**src/rtl/adder_accumulator.sv**
```systemverilog
`default_nettype none
// ============================================================================
// adder_accumulator: signed packet accumulator with scaled, range-fitted output
// Revision: 1.0
// ============================================================================
module adder_accumulator #(
  parameter int IN_WIDTH    = 16,
  parameter int ACC_WIDTH   = 32,
  parameter int OUT_WIDTH   = 16,
  parameter int OUT_SCALE   = 0,
  parameter int SATURATE    = 1,
  parameter int COUNT_WIDTH = 8
) (
  input  logic                   clk,
  input  logic                   arst_n_in,
  input  logic                   in_valid,
  output logic                   in_ready,
  input  logic [IN_WIDTH-1:0]    in_data,
  input  logic                   in_first,
  input  logic                   in_last,
  output logic                   out_valid,
  input  logic                   out_ready,
  output logic [OUT_WIDTH-1:0]   out_data,
  output logic [COUNT_WIDTH-1:0] out_count,
  output logic                   out_overflow
);

  localparam logic [0:0] ACCUM = 1'b0;
  localparam logic [0:0] HOLD  = 1'b1;

  localparam logic signed [ACC_WIDTH-1:0] ACC_MAX = {1'b0, {(ACC_WIDTH-1){1'b1}}};
  localparam logic signed [ACC_WIDTH-1:0] ACC_MIN = {1'b1, {(ACC_WIDTH-1){1'b0}}};
  localparam logic [OUT_WIDTH-1:0]        OUT_MAX = {1'b0, {(OUT_WIDTH-1){1'b1}}};
  localparam logic [OUT_WIDTH-1:0]        OUT_MIN = {1'b1, {(OUT_WIDTH-1){1'b0}}};

  logic [0:0]                   state;
  logic signed [ACC_WIDTH-1:0]  acc;
  logic [COUNT_WIDTH-1:0]       count;
  logic                         sticky_ovf;

  logic                         accept;
  logic signed [ACC_WIDTH-1:0]  base;
  logic signed [ACC_WIDTH-1:0]  samp;
  logic signed [ACC_WIDTH-1:0]  raw;
  logic signed [ACC_WIDTH-1:0]  sum;
  logic signed [ACC_WIDTH-1:0]  shifted;
  logic                         add_ovf;
  logic                         ovf_next;
  logic [COUNT_WIDTH-1:0]       cnt_base;
  logic [COUNT_WIDTH-1:0]       cnt_next;
  logic [OUT_WIDTH-1:0]         fit_data;
  logic                         fit_loss;

  assign out_valid = (state == HOLD);
  assign in_ready  = !out_valid || out_ready;
  assign accept    = in_valid && in_ready;

  assign samp = {{(ACC_WIDTH-IN_WIDTH){in_data[IN_WIDTH-1]}}, in_data};

  always_comb begin
    base     = in_first ? '0 : acc;
    raw      = base + samp;
    add_ovf  = (base[ACC_WIDTH-1] == samp[ACC_WIDTH-1]) &&
               (raw[ACC_WIDTH-1] != base[ACC_WIDTH-1]);
    sum      = raw;
    if (add_ovf && (SATURATE != 0))
      sum = base[ACC_WIDTH-1] ? ACC_MIN : ACC_MAX;
    ovf_next = (in_first ? 1'b0 : sticky_ovf) | add_ovf;
    cnt_base = in_first ? '0 : count;
    cnt_next = (&cnt_base) ? cnt_base : cnt_base + COUNT_WIDTH'(1);
    shifted  = sum >>> OUT_SCALE;
  end

  // The result fits when every bit above the output sign bit matches it.
  if (ACC_WIDTH > OUT_WIDTH) begin : g_fit_narrow
    logic [ACC_WIDTH-OUT_WIDTH:0] upper;
    assign upper    = shifted[ACC_WIDTH-1:OUT_WIDTH-1];
    assign fit_loss = !((&upper) || !(|upper));
    assign fit_data = (fit_loss && (SATURATE != 0))
                    ? (shifted[ACC_WIDTH-1] ? OUT_MIN : OUT_MAX)
                    : shifted[OUT_WIDTH-1:0];
  end else begin : g_fit_wide
    assign fit_loss = 1'b0;
    assign fit_data = OUT_WIDTH'(shifted);
  end

  always_ff @(posedge clk or negedge arst_n_in) begin
    if (!arst_n_in) begin
      state        <= ACCUM;
      acc          <= '0;
      count        <= '0;
      sticky_ovf   <= 1'b0;
      out_data     <= '0;
      out_count    <= '0;
      out_overflow <= 1'b0;
    end else begin
      if (accept && in_last) begin
        acc          <= '0;
        count        <= '0;
        sticky_ovf   <= 1'b0;
        out_data     <= fit_data;
        out_count    <= cnt_next;
        out_overflow <= ovf_next | fit_loss;
        state        <= HOLD;
      end else begin
        if (accept) begin
          acc        <= sum;
          count      <= cnt_next;
          sticky_ovf <= ovf_next;
        end
        if ((state == HOLD) && out_ready)
          state <= ACCUM;
      end
    end
  end

endmodule
`default_nettype wire
```
**config.mk**
```make
export PLATFORM = sky130hd
export DESIGN_NAME = adder_accumulator
export DESIGN_NICKNAME = d
export VERILOG_FILES = /design/src/rtl/adder_accumulator.sv
export SDC_FILE = /design/constraint.sdc
export NUM_CORES = 1
export LEC_CHECK = 0
export BUFFER_PORTS_ARGS = -buffer_cell sky130_fd_sc_hd__clkbuf_2
export CAP_MARGIN = 10
export CELL_PAD_IN_SITES_DETAIL_PLACEMENT = 0
export CELL_PAD_IN_SITES_GLOBAL_PLACEMENT = 1
export CORE_UTILIZATION = 45
export CTS_CLUSTER_SIZE = 12
export DETAILED_ROUTE_END_ITERATION = 7
export PLACE_DENSITY = 0.9
export SLEW_MARGIN = 20
export SYNTH_ARGS = -nofsm -noshare
export SYNTH_HDL_FRONTEND = slang
export SYNTH_SLANG_ARGS = --single-unit
```
**constraint.sdc**
```tcl
create_clock -name clk -period 13.17 [get_ports clk]
set_input_delay 0.6585 -clock clk [delete_from_list [all_inputs] [get_ports clk]]
set_output_delay 0.6585 -clock clk [all_outputs]
set_load 0.1 [all_outputs]
```
* Yosys cells after proc, flatten, opt, wreduce, memory -nomap -nowiden
Index checks and enable logic that the tools add are counted. W data, S select, Z words.
Storage, ports and cells: register bits 67, input port bits 22, output and inout bits 27, logic and storage cells 43
Operators by class: $add $sub $neg 2, equality and inequality tests 2, multiplexer cells 16, bitwise logic cells 2, reduce and logical (&&, ||, !) cells 14
Operators by type and width (count):
- $mux W32 | 5
- $add A32 B16 Y32 | 1
- $mux W16 | 2
- $mux W8 | 4
- $reduce_and A17 Y1 | 1
- $reduce_or A17 Y1 | 1
- $add A8 B1 Y8 const B | 1
- $reduce_and A8 Y1 | 1
- $mux W1 | 5
- $logic_and A1 B1 Y1 | 4
- $reduce_bool A2 Y1 | 2
- $logic_not A1 Y1 | 3
- $logic_or A1 B1 Y1 | 2
- $or A1 B1 Y1 | 2
- $eq A1 B1 Y1 | 1
- $ne A1 B1 Y1 | 1

* Longest topological paths before layout
depth in word-level cells 10, gate-level depth with buffers 26, gate-level depth less buffers 23

* Least setup slack after synthesis
No wires, ideal clock.
path kind input-to-reg, start input in_first, end register out_overflow, library setup time 0.142 ns, data arrival time 6.008 ns, required time 13.028 ns, setup slack 7.020 ns, cell stages on the path 24, buffers on the path 4, cell sequence clkbuf_1 clkbuf_1 nor2b_1 ha_1 clkbuf_1 a21o_1 a31oi_1 o21ai_0 a211o_1 a21oi_1 o21bai_1 a21o_1 a21o_1 fa_1 nor3_1 nor2_1 o21ai_1 o211ai_1 or4b_1 nor4b_1 and4b_1 o2bb2ai_2 buf_6 a31oi_1
On the way: word-level cells in the longest chain between the ends 10, elaborated cells between the ends (all ways) 15, those cells by class 1 x add/sub; 2 x eq/ne; 4 x mux; 2 x bitwise; 6 x reduce/logical
Ends and longest elaborated chain:
- start, declared | line 19 | input logic in_first,
- $mux W32 | line 61 | base = in_first ? '0 : acc;
- $add A32 B16 Y32 | line 62 | raw = base + samp;
- $ne A1 B1 Y1 | line 64 | (raw[ACC_WIDTH-1] != base[ACC_WIDTH-1]);
- $logic_and A1 B1 Y1 | line 63 | add_ovf = (base[ACC_WIDTH-1] == samp[ACC_WIDTH-1]) &&
- $mux W32 | line 66 | if (add_ovf && (SATURATE != 0))
- $reduce_or A17 Y1 | line 78 | assign fit_loss = !((&upper) || !(|upper));
- $logic_not A1 Y1 | line 78
- $logic_or A1 B1 Y1 | line 78
- $logic_not A1 Y1 | line 78
- $or A1 B1 Y1 (*) | line 103 | out_overflow <= ovf_next | fit_loss;
- end signal, assigned | line 103
- end, declared | line 25 | output logic out_overflow
Every way passes the cells marked *; elsewhere a longest branch is shown, timed or not. A chain may end at the register's enable or synchronous reset.

* Worst setup path in the final report
start input in_first, end register out_data[2]
On the way: word-level cells in the longest chain between the ends 9, elaborated cells between the ends (all ways) 13, those cells by class 1 x add/sub; 2 x eq/ne; 5 x mux; 5 x reduce/logical
Ends and longest elaborated chain:
- $mux W32 (*) | line 61
- $add A32 B16 Y32 | line 62
- $ne A1 B1 Y1 | line 64
- $logic_and A1 B1 Y1 | line 63
- $mux W32 (*) | line 66
- $reduce_or A17 Y1 | line 78
- $logic_not A1 Y1 | line 78
- $logic_or A1 B1 Y1 | line 78
- $mux W16 (*) | line 80 | ? (shifted[ACC_WIDTH-1] ? OUT_MIN : OUT_MAX)
- end signal, assigned | line 101 | out_data <= fit_data;
- end, declared | line 23 | output logic [OUT_WIDTH-1:0] out_data,
Marked as above.

==> impl_metrics.yaml <==
die:
  rows: 37
  pin_count: 49
  die_w_um: 106
  fp.dieH_um: 106
  start_util_pct: 46.9
  dieArea_um2: 11300
  core-area_um2: 10500
pwr:
  p_total_mw: 0.800
  ir_drop_mv: 0.126
  p_leak_nw: 2.54
  powerDensity_nw_per_um2: 147
cells_and_area:
  antenna_cells: 0
  area_growth_pct: 11.0
  fin_nets: 663
  fill_cells: 1029
  drive_above_1_share_pct: 12.9
  final_util_pct: 52.1
  multi_input_area_um2: 3080
  design_area_um2: 5450
  regArea_um2: 1680
detailed_routing:
  wl_per_cell_um: 18.0
  vias_per_cell: 6.09
  drt_iter0_markers: 376
  wirelength_um: 13400
  vias: 4551
  drtPass1Iterations: 4
  ant_nets: 0
  drcViolationCount: 0
timing:
  fmax_ghz: 0.146
  finClkSkew_ps: 8.03
  slew_viol_final: 0
  relSlewSlack_pct: 42.0
  fin_crit_ps: 6840
  hold_viol: 0
  setup_viol: 0
  worst_pin_slew_ps: 867
  finalCritPeriodShare_pct: 51.9
  rsz0062_at_grt: "no"
  fin_setup_tns_ps: 0
logic_synthesis:
  ys_seq_elements: 67
  syn_area_um2: 4910
  synth_nets: 627
  synth-xor-area-share_pct: 4.79
  async_flop_share_pct: 100
  synth_area_per_cell_um2: 8.59
  synth_top_area_share_pct: 34.2
  synth_top_family_by_area: "compound AO/OA/AOI/OAI gates"
  synthCells: 571
  synth_mux_area_share_pct: 0.204
  ys_seq_area_share_pct: 34.2
  yosys-top-cells-area: "dfrtp_1 34%, ha_1 8.2%, a21oi_1 5.3%"
  yosys.cell_types.count: 56
  yosysWarningCount: 0
  synth_area_leader_cell: "dfrtp_1"
  synth_simple_gate_area_share_pct: 21.1
  synthFlopType: "dfrtp_1"
  synth_edf_count: 0
  synth_fa_ha_area_share_pct: 8.98
  synth_compound_area_share_pct: 27.5
setup_path:
  critPathRequiredTime_ps: 13450
  crit_path_end_kind: "flip-flop"
  cp.arrival_ps: 7120
  crit_type: "in2reg"
  start_kind: "input pin"
  path_max_fanout: 43
clock_network:
  insertion_delay_ps: 350
  ctsHoldBuffers: 0
  cts_tree: "yes"
  cts_buffer_depth: 2
  cts_made_buffers: 9
  cts_setup_buffers: 0
  cts.clk_slew.worst_paths_ps: 70
  root_buffer: "clkbuf_8"
  cts.htree.levels: 3
  ctsResizeCount: 0
  cts_num_sinks: 67
outcome:
  status: "finished, final reports clean"
placed_design:
  place_area_um2: 5250
  dp_hpwl_um: 9790
  globalplace.congestion: 0.880
  io_buffer_count: 48
grt:
  grt_max_degree: 68
  grt.overflow.total: 0
  grt_pass1_wl_um: 22100
  antenna_found_initial: 0
  grt_usage_pct: 24.7
  first_global_vias: 4376
hold_path:
  min_path_type: "reg2reg"
job:
  maxCapViolCount: 0
-- sequential cells by signal, indices dropped and copies added, names as in the netlist --
name / flops
acc: 32
count: 8
sticky_ovf: 1
out_overflow: 1
out_data: 16
out_valid: 1
out_count: 8
-- worst max-delay path: stages --
cell,delay (ps)
clkbuf_2,70
buf_4,400
nor2b_1,150
ha_1,330
a211oi_1,270
o21ai_1,160
a21oi_1,340
o31ai_2,200
a211o_1,350
a21oi_1,140
o21bai_1,110
a21o_1,200
a21o_1,180
fa_1,530
nor2b_1,170
nand2_1,370
o2111a_1,290
a311oi_1,270
o211ai_1,170
or4b_1,530
nor4b_1,320
and4b_1,280
o2bb2ai_2,330
a221o_1,260
-- cells by family (layout without fill, tap and decap cells) --
logic type	Yosys count	count (layout)
compound gates	197	197
xor+xnor	26	26
buf+inv	39	79
mux	1	1
flops	67	67
simple gates	207	207
fa+ha+maj	34	34
-- through the flow --
stage / std cells / hold WS [ps] / setup WS (ps)
6_report: 747 / 471 / 6330
5_1_grt: 747 / 486 / 5940
4_1_cts: 747 / 480 / 6350
3_5_place_dp: 732 / 462 / 6040
3_3_place_gp: 732 / 461 / 6290
2_1_floorplan: 571 / 363 / 7020
-- power by group --
| group | internal [mW] | total (mW) | leakage, nW | switching [mW] |
|---|---|---|---|---|
| clock network | 0.0917 | 0.172 | 0.0954 | 0.0807 |
| registers | 0.240 | 0.261 | 0.862 | 0.0206 |
| logic | 0.111 | 0.366 | 1.58 | 0.256 |
| total | 0.443 | 0.800 | 2.54 | 0.357 |
-- final timing paths --
path	start	endpoint	slack [ps]	depth (start not counted)
worst max-delay path	in_first	out_data[2]	6330	24
worst max register to register	acc[1]	out_data[2]	6740	22
min in group asynchronous	arst_n_in	acc[20]	490	2
worst min register to register	acc[23]	acc[23]	470	2
worst min-delay path	acc[23]	acc[23]	470	2
max in group asynchronous	arst_n_in	acc[30]	12110	2
-- per-layer routing --
metal	GRT usage, %	routed length, µm	up-vias
met5	0	0	-
met4	6.56	265	0
met3	4.84	795	18
met2	39.8	6310	158
met1	33.7	6050	2201
li1	-	-	2174
-- cells in the mapped netlist (4+ instances only) --
master / number
a22o_1: 29
or3_1: 4
a21oi_1: 52
a31oi_1: 8
o31ai_1: 6
nor2_1: 45
a221o_1: 15
xor2_1: 10
nor4_1: 5
and2_1: 4
buf_2: 4
o22ai_1: 4
xnor2_1: 15
ha_1: 32
nor2b_1: 35
o21ai_0: 42
dfrtp_1: 67
nor3_1: 9
nand4_1: 11
clkbuf_1: 24
nand3_1: 6
inv_1: 10
a21o_1: 16
nand2_1: 69
-- cells in the final DEF (no fill, tap or decap), types with 2 or more instances in the layout --
| cell type | netlist | final |
|---|---|---|
| a21o_1 | 16 | 16 |
| o21ai_0 | 42 | 42 |
| buf_4 | 0 | 6 |
| o21bai_1 | 2 | 2 |
| o211ai_1 | 3 | 3 |
| o21ai_1 | 2 | 2 |
| nor3_1 | 9 | 8 |
| clkbuf_8 | 0 | 10 |
| o31a_1 | 2 | 2 |
| nor4_1 | 5 | 5 |
| a21boi_0 | 3 | 3 |
| nand2_1 | 69 | 68 |
| a221o_1 | 15 | 15 |
| nor2_1 | 45 | 45 |
| o21a_1 | 3 | 3 |
| xnor2_1 | 15 | 15 |
| a22o_1 | 29 | 29 |
| xor2_1 | 10 | 10 |
| a21oi_1 | 52 | 52 |
| nand3b_1 | 3 | 3 |
| nand4_1 | 11 | 11 |
| dfrtp_1 | 67 | 67 |
| or3_1 | 4 | 4 |
| and3_1 | 2 | 2 |
| clkbuf_2 | 0 | 47 |
| ha_1 | 32 | 32 |
| and2_1 | 4 | 4 |
| o31ai_1 | 6 | 6 |
| nand2b_1 | 3 | 3 |
| nand3_1 | 6 | 6 |
| a31oi_1 | 8 | 8 |
| a211o_1 | 2 | 2 |
| and4b_1 | 2 | 2 |
| inv_1 | 10 | 10 |
| fa_1 | 2 | 2 |
| o22ai_1 | 4 | 4 |
| nor2b_1 | 35 | 35 |
-- area by class of cell --
type | instances | area share [%]
multi-input cells | 465 | 56.6
flip-flops and latches | 67 | 30.8
clock buffers | 11 | 2.60
well taps | 136 | 3.12
inverters | 10 | 0.689
repair buffers | 54 | 5.24
clock inverters | 4 | 0.942
Power figures use the tool's default switching activity.
